<file path="src/rtl/spi_gyro_responder.sv">
// SPI mode-3 responder emulating the PmodGYRO register map.
// All SPI pins are resynchronised into clk and handled by edge detection, so the
// SPI clock must be slow compared to clk (half-period >= SYNC_STAGES+2 clk).
module spi_gyro_responder #(
    parameter logic [7:0] WHO_AM_I_VAL = 8'hD3,
    parameter logic [7:0] CTRL1_RST    = 8'h07,
    parameter int         SYNC_STAGES  = 2
) (
    input  logic        clk,
    input  logic        rst,
    input  logic        sclk,
    input  logic        cs,
    input  logic        mosi,
    output logic        miso,
    output logic        miso_oe,
    input  logic [15:0] x_axis_in,
    input  logic [15:0] y_axis_in,
    input  logic [15:0] z_axis_in,
    input  logic [7:0]  temp_in,
    output logic [7:0]  ctrl_reg1,
    output logic        wr_strobe,
    output logic        txn_done
);
    typedef enum logic [1:0] {IDLE, CMD, DATA} state_t;

    state_t                 state, state_nxt;
    logic [SYNC_STAGES-1:0] sclk_sync, cs_sync, mosi_sync;
    logic                   sclk_d, cs_d;
    logic                   sclk_s, cs_s, mosi_s;
    logic                   sclk_rise, sclk_fall, cs_rise, cs_fall;
    logic [2:0]             bit_cnt;
    logic [7:0]             rx_sr, tx_sr, cmd_byte, rd_data;
    logic                   miso_q, rw, ms;
    logic [5:0]             addr, nxt_addr, rd_addr;
    logic [15:0]            x_sh, y_sh, z_sh;
    logic [7:0]             t_sh;
    logic [7:0]             ctrl2, ctrl3, ctrl4, ctrl5;

    assign sclk_s    = sclk_sync[SYNC_STAGES-1];
    assign cs_s      = cs_sync[SYNC_STAGES-1];
    assign mosi_s    = mosi_sync[SYNC_STAGES-1];
    assign sclk_rise = sclk_s & ~sclk_d;
    assign sclk_fall = ~sclk_s & sclk_d;
    assign cs_rise   = cs_s & ~cs_d;
    assign cs_fall   = ~cs_s & cs_d;
    assign cmd_byte  = {rx_sr[6:0], mosi_s};
    assign nxt_addr  = ms ? addr + 6'd1 : addr;
    assign rd_addr   = (state == CMD) ? cmd_byte[5:0] : nxt_addr;
    assign miso      = miso_q & (state != IDLE);
    assign miso_oe   = ~cs_s;

    // Synchronisers and previous-value flops; idle levels avoid false edges out of reset
    always_ff @(posedge clk or negedge rst) begin
        if (!rst) begin
            sclk_sync <= '1;
            cs_sync   <= '1;
            mosi_sync <= '0;
            sclk_d    <= 1'b1;
            cs_d      <= 1'b1;
        end else begin
            sclk_sync <= {sclk_sync[SYNC_STAGES-2:0], sclk};
            cs_sync   <= {cs_sync[SYNC_STAGES-2:0], cs};
            mosi_sync <= {mosi_sync[SYNC_STAGES-2:0], mosi};
            sclk_d    <= sclk_s;
            cs_d      <= cs_s;
        end
    end

    // State register
    always_ff @(posedge clk or negedge rst) begin
        if (!rst) state <= IDLE;
        else      state <= state_nxt;
    end

    // Next state; cs release overrides everything
    always_comb begin
        state_nxt = state;
        if (cs_rise) state_nxt = IDLE;
        else begin
            case (state)
                IDLE:    if (cs_fall) state_nxt = CMD;
                CMD:     if (sclk_rise && bit_cnt == 3'd7) state_nxt = DATA;
                default: state_nxt = state;
            endcase
        end
    end

    // Read mux over the snapshot bank and control registers
    always_comb begin
        rd_data = 8'h00;
        case (rd_addr)
            6'h0F:   rd_data = WHO_AM_I_VAL;
            6'h20:   rd_data = ctrl_reg1;
            6'h21:   rd_data = ctrl2;
            6'h22:   rd_data = ctrl3;
            6'h23:   rd_data = ctrl4;
            6'h24:   rd_data = ctrl5;
            6'h26:   rd_data = t_sh;
            6'h28:   rd_data = x_sh[7:0];
            6'h29:   rd_data = x_sh[15:8];
            6'h2A:   rd_data = y_sh[7:0];
            6'h2B:   rd_data = y_sh[15:8];
            6'h2C:   rd_data = z_sh[7:0];
            6'h2D:   rd_data = z_sh[15:8];
            default: rd_data = 8'h00;
        endcase
    end

    // Shift registers, command decode, register writes and strobes
    always_ff @(posedge clk or negedge rst) begin
        if (!rst) begin
            bit_cnt   <= '0;
            rx_sr     <= '0;
            tx_sr     <= '0;
            miso_q    <= 1'b0;
            rw        <= 1'b0;
            ms        <= 1'b0;
            addr      <= '0;
            x_sh      <= '0;
            y_sh      <= '0;
            z_sh      <= '0;
            t_sh      <= '0;
            ctrl_reg1 <= CTRL1_RST;
            ctrl2     <= '0;
            ctrl3     <= '0;
            ctrl4     <= '0;
            ctrl5     <= '0;
            wr_strobe <= 1'b0;
            txn_done  <= 1'b0;
        end else begin
            wr_strobe <= 1'b0;
            txn_done  <= cs_rise;
            if (cs_rise) begin
                bit_cnt <= '0;
                tx_sr   <= '0;
                miso_q  <= 1'b0;
            end else if (state == IDLE) begin
                if (cs_fall) begin
                    x_sh    <= x_axis_in;
                    y_sh    <= y_axis_in;
                    z_sh    <= z_axis_in;
                    t_sh    <= temp_in;
                    bit_cnt <= '0;
                    tx_sr   <= '0;
                    miso_q  <= 1'b0;
                end
            end else if (sclk_rise) begin
                rx_sr   <= cmd_byte;
                bit_cnt <= bit_cnt + 3'd1;
                if (bit_cnt == 3'd7) begin
                    if (state == CMD) begin
                        rw    <= cmd_byte[7];
                        ms    <= cmd_byte[6];
                        addr  <= cmd_byte[5:0];
                        tx_sr <= cmd_byte[7] ? rd_data : 8'h00;
                    end else begin
                        addr <= nxt_addr;
                        if (rw) tx_sr <= rd_data;
                        else begin
                            case (addr)
                                6'h20: begin ctrl_reg1 <= cmd_byte; wr_strobe <= 1'b1; end
                                6'h21: begin ctrl2 <= cmd_byte; wr_strobe <= 1'b1; end
                                6'h22: begin ctrl3 <= cmd_byte; wr_strobe <= 1'b1; end
                                6'h23: begin ctrl4 <= cmd_byte; wr_strobe <= 1'b1; end
                                6'h24: begin ctrl5 <= cmd_byte; wr_strobe <= 1'b1; end
                                default: ;
                            endcase
                        end
                    end
                end
            end else if (sclk_fall) begin
                miso_q <= tx_sr[7];
                tx_sr  <= {tx_sr[6:0], 1'b0};
            end
        end
    end
endmodule

</file>
<file path="config.mk">
export PLATFORM = sky130hd
export DESIGN_NAME = spi_gyro_responder
export DESIGN_NICKNAME = d
export VERILOG_FILES = /design/src/rtl/spi_gyro_responder.sv
export SDC_FILE = /design/constraint.sdc
export NUM_CORES = 1
export LEC_CHECK = 0
export ABC_AREA = 1
export BUFFER_PORTS_ARGS = -buffer_cell sky130_fd_sc_hd__buf_2
export CAP_MARGIN = 10
export CORE_UTILIZATION = 35
export DETAILED_ROUTE_END_ITERATION = 7
export PLACE_DENSITY = 0.62
export SYNTH_ARGS = -nofsm -noshare
export SYNTH_HDL_FRONTEND = slang
export SYNTH_SLANG_ARGS = --single-unit
</file>
<file path="constraint.sdc">
create_clock -name clk -period 3.14 [get_ports clk]
set_clock_uncertainty 0.1 [all_clocks]
set_input_delay 0 -clock clk [delete_from_list [all_inputs] [get_ports clk]]
set_output_delay 0 -clock clk [all_outputs]
set_load 0.1 [all_outputs]
</file>
==> results of run 1 <==
==> cell usage in the layout, fill, tap and decap left out, types with 3 or more instances in the layout <==
master         count
nor2_4             9
buf_2             71
dfstp_2            9
nor2_1            57
clkbuf_8           3
clkinv_4           3
nor3b_1            3
a21oi_1           10
mux2_2            56
bufinv_16          3
nand2_2            7
buf_4             10
nor3_1             3
buf_12             3
nand3_2            3
nand2_1          208
ha_1              10
inv_1             51
o21ai_0           60
nor2_2             5
dfrtp_1          126
dlygate4sd3_1     60
nand3_1           99
clkbuf_16         17
nand4_1            4
clkinv_2           3
==> per-layer routing <==
metal  wire (um)  track usage, %  share of wire [%]
met1        8861           27.61                 49
met2        8007           29.84                 44
met3         961           4.308                5.3
met4         234           6.246                1.3
met5           0               0                  0
==> registers in the layout, summed over array words and instances (netlist names), 3 cells and up <==
name and cells:
y_sh 16, ctrl_reg1 8, t_sh 8, ctrl4 8, tx_sr 8, x_sh 16
z_sh 16, addr 6, bit_cnt 3, ctrl2 8, ctrl3 8, rx_sr 7
ctrl5 8
==> critical path: cells and delay by family, from the launching register on <==
| family | cells | cell delay, ns |
|---|---|---|
| compound gates | 1 | 0.34 |
| fa+ha+maj | 1 | 0.23 |
| buf+inv | 3 | 0.29 |
| flops | 1 | 0.53 |
| simple gates | 4 | 1.10 |
==> timing repair <==
item | CTS | global route
hold buffers | 60 | 0
endpoints found under the setup margin | 0 | 1
hold endpoints to repair | 135 | 0
gates resized for setup | 0 | 1
==> power by group through the flow <==
stage          Sequential [W]  Clock, W  Combinational [W]
6_report              0.00246   0.00207            0.00173
3_5_place_dp          0.00248         0            0.00167
3_3_place_gp          0.00247         0            0.00165
4_1_cts               0.00245   0.00211            0.00173
5_1_grt               0.00251   0.00218            0.00190
2_1_floorplan         0.00238         0            0.00125
==> cells by family (layout without fill, tap and decap cells) <==
family                     count (synthesis)  in the layout  share of synthesized area [%]
AOI/OAI and AO/OA                         77             77                          6.121
adders and majority gates                 10             10                          1.878
DFF                                      135            135                          50.86
buffers and inverters                     76            229                          4.900
and+or+nand+nor                          401            401                          26.77
muxes                                     56             56                          9.463
==> how the worst max path moves through the flow <==
stage | start | cells past startpoint | end | slack (ns)
global route | cs_d | 9 | ctrl_reg1[5] | 0.12
global placement | addr[0] | 18 | tx_sr[7] | 0.43
detailed placement | addr[0] | 17 | tx_sr[3] | 0.37
finish | cs_d | 9 | ctrl_reg1[1] | 0.46
floorplan | cs_sync[1] | 6 | t_sh[7] | 0.55
CTS | addr[0] | 19 | tx_sr[7] | 0.37
==> metrics by stage <==
stage	total power, W	util [%]
final	0.006258	45.71
after global routing	0.006594	45.71
after CTS	0.006292	45.70
after detailed placement	0.004145	39.20
after global placement	0.004112	39.20
after floorplan	0.003630	-
==> layout make-up <==
type,count,area [um^2],area share (%)
multi-input combinational,544,2953,34.53
clock buffer,20,466.7,5.458
tap,234,292.8,3.424
timing repair buffer,145,1102,12.89
sequential,135,3390,39.64
clock inverter,11,147.6,1.727
inverter,53,198.9,2.327
==> run_results.csv, run 1 <==
group,metric,value,unit
worst_setup_path,crit_fanout,16,
clock_network,clk_pin_slew,0.06,ns
timing,worstMarginPinSlew,0.7702,ns
pwr,p_comb_share,27.6,%
cells_and_area,final_cells,1142,
timing,finalSetupTns,0,ns
routing,vias,5666,
clock_network,cts_setup_buffers,0,
global_routing,antenna_found_initial,0,
synth,synthesis.nets,826,
synth,synth_edf_count,0,
routing,drt_pass1_iterations,5,
timing,hold_violations,0,
timing,slew_viol_final,0,
synth,syn_avg_cell_area,8.826,um^2
synth,yosysUniqueCellTypes,32,
placement,dp_slack,0.3717,ns
routing,wire_per_inst,15.82,um
worst_setup_path,start_kind,"flip-flop",
routing,post-route-drc-count,0,
worst_setup_path,r2r_slack,0.46,ns
clock_network,tritoncts,"built",
die,die_h,140.0,um
synth,yosys_most_used_dff,"dfrtp_1",
worst_setup_path,cp_data_required_time,3.36,ns
timing,setup_ws,0.4598,ns
global_routing,grt_pass1_wl,29.48,mm
cells_and_area,fin_area,8551,um^2
timing,fin_crit,2.680,ns
timing,period_share,85.36,%
worst_setup_path,cpMaxStageDelayCell,"dfstp_2",
run,maxCapViolations,0,
placement,dp_cells,1051,
placement,io_buffers,72,
clock_network,cts.path.max_buffers,2,
worst_setup_path,cp-end-kind,"flip-flop",
placement,hpwl,12.48,mm
cells_and_area,drive_above_1_share,23.13,%
die,fp.dieW,140.0,um
cells_and_area,antenna_cells,0,
timing,rsz0062_at_grt,"false",
die,io-pin-count,73,
synth,yosysTopAreaCell,"dfrtp_1",
timing,worst_hold_slack,0.09086,ns
worst_setup_path,max_stage_delay,0.53,ns
pwr,intPower,0.004152,W
routing,viasPerCell,4.961,
worst_setup_path,reg2reg_depth,9,
synth,syn_area,6664,um^2
global_routing,grt_pass1_vias,5546,
synth,yosysTopAreaCellShare,47.32,%
pwr,clock_power_share,33.1,%
worst_setup_path,cp.arrival,2.90,ns
timing,setup_viol,0,
synth,synth_seq_cells,135,
die,fp-row-count,50,
global_routing,gr-total-overflow,0,
global_routing,grt_usage,19.58,%
die,start_util,35.63,%
cells_and_area,areaGrowthSynthToFinish,28.31,%
routing,wl,18.07,mm
pwr,power_leakage,4.101,nW
timing,clock.fmax,373.1,MHz
clock_network,clk-insertion-delay-late,0.42,ns
die,core_area,18710,um^2
clock_network,clock_sinks,135,
timing,max-slew-margin-rel,48.65,%
cells_and_area,nets,967,
global_routing,grt_start_max_net_pins,80,
pwr,p_sw,0.002107,W
synth,ys_top_cells_by_area,"dfrtp_1 47%, nand2_1 12%, mux2_2 9.5%, nand3_1 7.4%, o21ai_0 4.5%",
clock_network,htreeDepth,4,
pwr,p_per_area,731.9,nW/um^2
worst_setup_path,cp_cell_sequence,"inv_1, ha_1, nor2_1, inv_1, nor2_2, inv_2, nor2_1, nand4_1, o21ai_0",
synth,yosys_warnings,0,
clock_network,clockRootBuffer,"clkbuf_16",
clock_network,cts_buffers,17,
worst_setup_path,r2r_start,"cs_d",
routing,drtIter0Drc,463,
synth,yosysMostFrequentCell,"nand2_1",
synth,ys_async_sr_fraction,100.0,%
placement,routabilityCongestion,0.8499,
status,status,"complete, no violations",
placement,place_area,7333,um^2
die,dieArea,19600,um^2
worst_setup_path,worstSetupPathType,"reg -> reg",
cells_and_area,fillers,1800,
worst_setup_path,r2r_end,"ctrl_reg1[1]",
routing,drtAntennaViolNets,0,
synth,synthTopCellsByCount,"209 x nand2_1, 126 x dfrtp_1, 99 x nand3_1, 60 x o21ai_0, 58 x nor2_1",
pwr,power.share.switching,33.66,%
min_path,hp-class,"in -> async",
pwr,ir_drop,0.3511,mV
synth,yosysSeqAreaShare,50.86,%
synth,syn_inst,755,
pwr,seqPwrFrac,39.3,%
Power figures use the tool's default switching activity.
==> inputs of run 2 (changes only) <==
- CORE_ASPECT_RATIO: default -> 1.1
- GPL_TIMING_DRIVEN: default -> 1
==> run 2 against run 1 <==
Net effect: register-to-register slack worse by 0.03 ns; non-clock buffer count is 2 lower; total power shrank 0.39%; sequential power is essentially flat; first-iteration DRC count fell by 4.5%; clock power about the same; sequential share of layout area is essentially flat; largest cell class unchanged; clock-buffer cell count is the same; worst hold slack worse by 0.019 ns; via count down 1.1%; die area barely moved; cell area about the same.
==> run_results.csv, run 2 (same netlist as run 1, synthesis figures left out) <==
group,metric,value,unit
placement,io_buffers,72,
worst_setup_path,crit_fanout,8,
pwr,p_per_area,728.8,nW/um^2
cells_and_area,final_cell_mix,"208 x nand2_1, 126 x dfrtp_1, 99 x nand3_1",
cells_and_area,antenna_cells,0,
timing,hold_violations,0,
routing,drtAntennaViolNets,0,
worst_setup_path,cp_data_required_time,3.41,ns
clock_network,clockRootBuffer,"clkbuf_16",
die,fp-row-count,52,
status,status,"complete, no violations",
cells_and_area,top_regs,"x_sh: 16 flops, y_sh: 16 flops, z_sh: 16 flops",
timing,rsz0062_at_grt,"false",
cells_and_area,nets,965,
pwr,clock_power_share,32.8,%
worst_setup_path,cp-end-kind,"flip-flop",
die,io-pin-count,73,
timing,slew_viol_final,0,
min_path,hp-class,"in -> async",
die,dieArea,19600,um^2
timing,setup_ws,0.4316,ns
pwr,power_leakage,4.084,nW
worst_setup_path,worstSetupPathType,"reg -> reg",
placement,routabilityCongestion,0.8527,
routing,wire_per_inst,15.60,um
run,maxCapViolations,0,
worst_setup_path,start_kind,"flip-flop",
die,start_util,35.94,%
worst_setup_path,cp.arrival,2.98,ns
clock_network,cts_buffers,17,
routing,drt_pass1_iterations,5,
routing,post-route-drc-count,0,
placement,hpwl,12.18,mm
clock_network,clk-insertion-delay-late,0.42,ns
clock_network,cts_setup_buffers,0,
global_routing,grt_pass1_wl,29.87,mm
timing,period_share,86.26,%
cells_and_area,areaGrowthSynthToFinish,28.37,%
cells_and_area,fillers,1799,
pwr,seqPwrFrac,39.5,%
timing,fin_crit,2.708,ns
pwr,intPower,0.004086,W
clock_network,clock_sinks,135,
cells_and_area,layout_commonest_cell,"nand2_1",
global_routing,grt_pass1_vias,5649,
global_routing,grt_start_max_net_pins,82,
placement,dp_cells,1058,
timing,max-slew-margin-rel,46.92,%
global_routing,antenna_found_initial,0,
timing,clock.fmax,369.2,MHz
clock_network,clk_pin_slew,0.06,ns
global_routing,gr-total-overflow,0,
die,die_h,146.7,um
pwr,p_comb_share,27.7,%
cells_and_area,drive_above_1_share,23.04,%
routing,wl,17.94,mm
die,core_area,18540,um^2
clock_network,cts.path.max_buffers,2,
clock_network,tritoncts,"built",
routing,vias,5601,
routing,drtIter0Drc,442,
die,fp.dieW,133.6,um
placement,dp_slack,0.3086,ns
timing,setup_viol,0,
pwr,p_sw,0.002148,W
timing,finalSetupTns,0,ns
routing,viasPerCell,4.870,
clock_network,htreeDepth,4,
pwr,power.share.switching,34.46,%
pwr,ir_drop,0.4430,mV
timing,worstMarginPinSlew,0.7961,ns
cells_and_area,final_cells,1150,
cells_and_area,final_core_util,46.13,%
global_routing,grt_usage,19.86,%
-- run 2: cell count changes in the layout (fill, tap and decap cells not counted), sizes merged --
| cell | change |
|---|---|
| bufinv | -1 |
| inv | +2 |
| buf | -2 |
| clkinv | -2 |
| clkinvlp | +2 |
-- run 2: final timing paths --
path,slack (ns),from,endpoint,cells after the start
worst max-delay path,0.43,addr[0],tx_sr[4],20
worst min-delay path,0.07,rst,mosi_sync[0],2
worst max register to register,0.43,addr[0],tx_sr[4],20
worst min register to register,0.25,mosi_sync[0],mosi_sync[1],0
max in group asynchronous,2.06,rst,sclk_sync[0],3
min in group clk,0.12,mosi,mosi_sync[0],2
-- run 2: metrics by stage --
| step | hold WS, ns | power [W] | cell area (um^2) |
|---|---|---|---|
| 2_1_floorplan | -0.3956 | 0.003630 | 6664 |
| 3_3_place_gp | 0.001169 | 0.004113 | 7342 |
| 3_5_place_dp | 0.0002398 | 0.004156 | 7342 |
| 4_1_cts | 0.1029 | 0.006274 | 8552 |
| 5_1_grt | 0.1241 | 0.006576 | 8554 |
| 6_report | 0.07204 | 0.006234 | 8554 |
-- run 2: what timing repair did --
action / in CTS / in global routing
resized for setup: 0 / 1
hold buffers: 60 / 0
endpoints found under the hold margin: 139 / 0
endpoints found under the setup margin: 0 / 2
-- run 2: power by group through the flow --
stage / registers [W] / logic (W) / clock network (W)
final: 0.00246 / 0.00173 / 0.00204
after global routing: 0.00251 / 0.00191 / 0.00216
after CTS: 0.00246 / 0.00174 / 0.00208
after detailed placement: 0.00249 / 0.00167 / 0
after global placement: 0.00247 / 0.00164 / 0
after floorplan: 0.00238 / 0.00125 / 0
-- run 2: critical path, stage by stage (launching register included) --
cell and delay, ns:
dfrtp_1 0.43, inv_1 0.11, ha_1 0.28, inv_1 0.03, nand2_1 0.04, nand3_1 0.07
nand2_1 0.18, inv_1 0.08, nor2_1 0.11, nand2_1 0.06, nor2_1 0.47, nand3_1 0.14
nand2_1 0.09, inv_1 0.04, nand2_1 0.07, nor2_1 0.05, nand2_1 0.06, nand2_1 0.05
nand2_1 0.07, nand2_1 0.05, nand2_1 0.06
-- run 2: layout make-up --
class                   instances  area [um^2]  share of cell area, %
multi-input cells             544         2953                  34.52
flip-flops and latches        135         3390                  39.62
clock inverters                12        142.6                  1.667
clock buffers                  20        466.7                  5.456
well taps                     243        304.0                  3.554
inverters                      53        198.9                  2.326
repair buffers                143         1100                  12.86
-- run 2: routing by layer --
metal,GRT usage (%),part of all wire (%)
met4,5.511,1.4
met5,0,0
met1,27.43,48
met3,3.830,3.6
met2,31.74,47
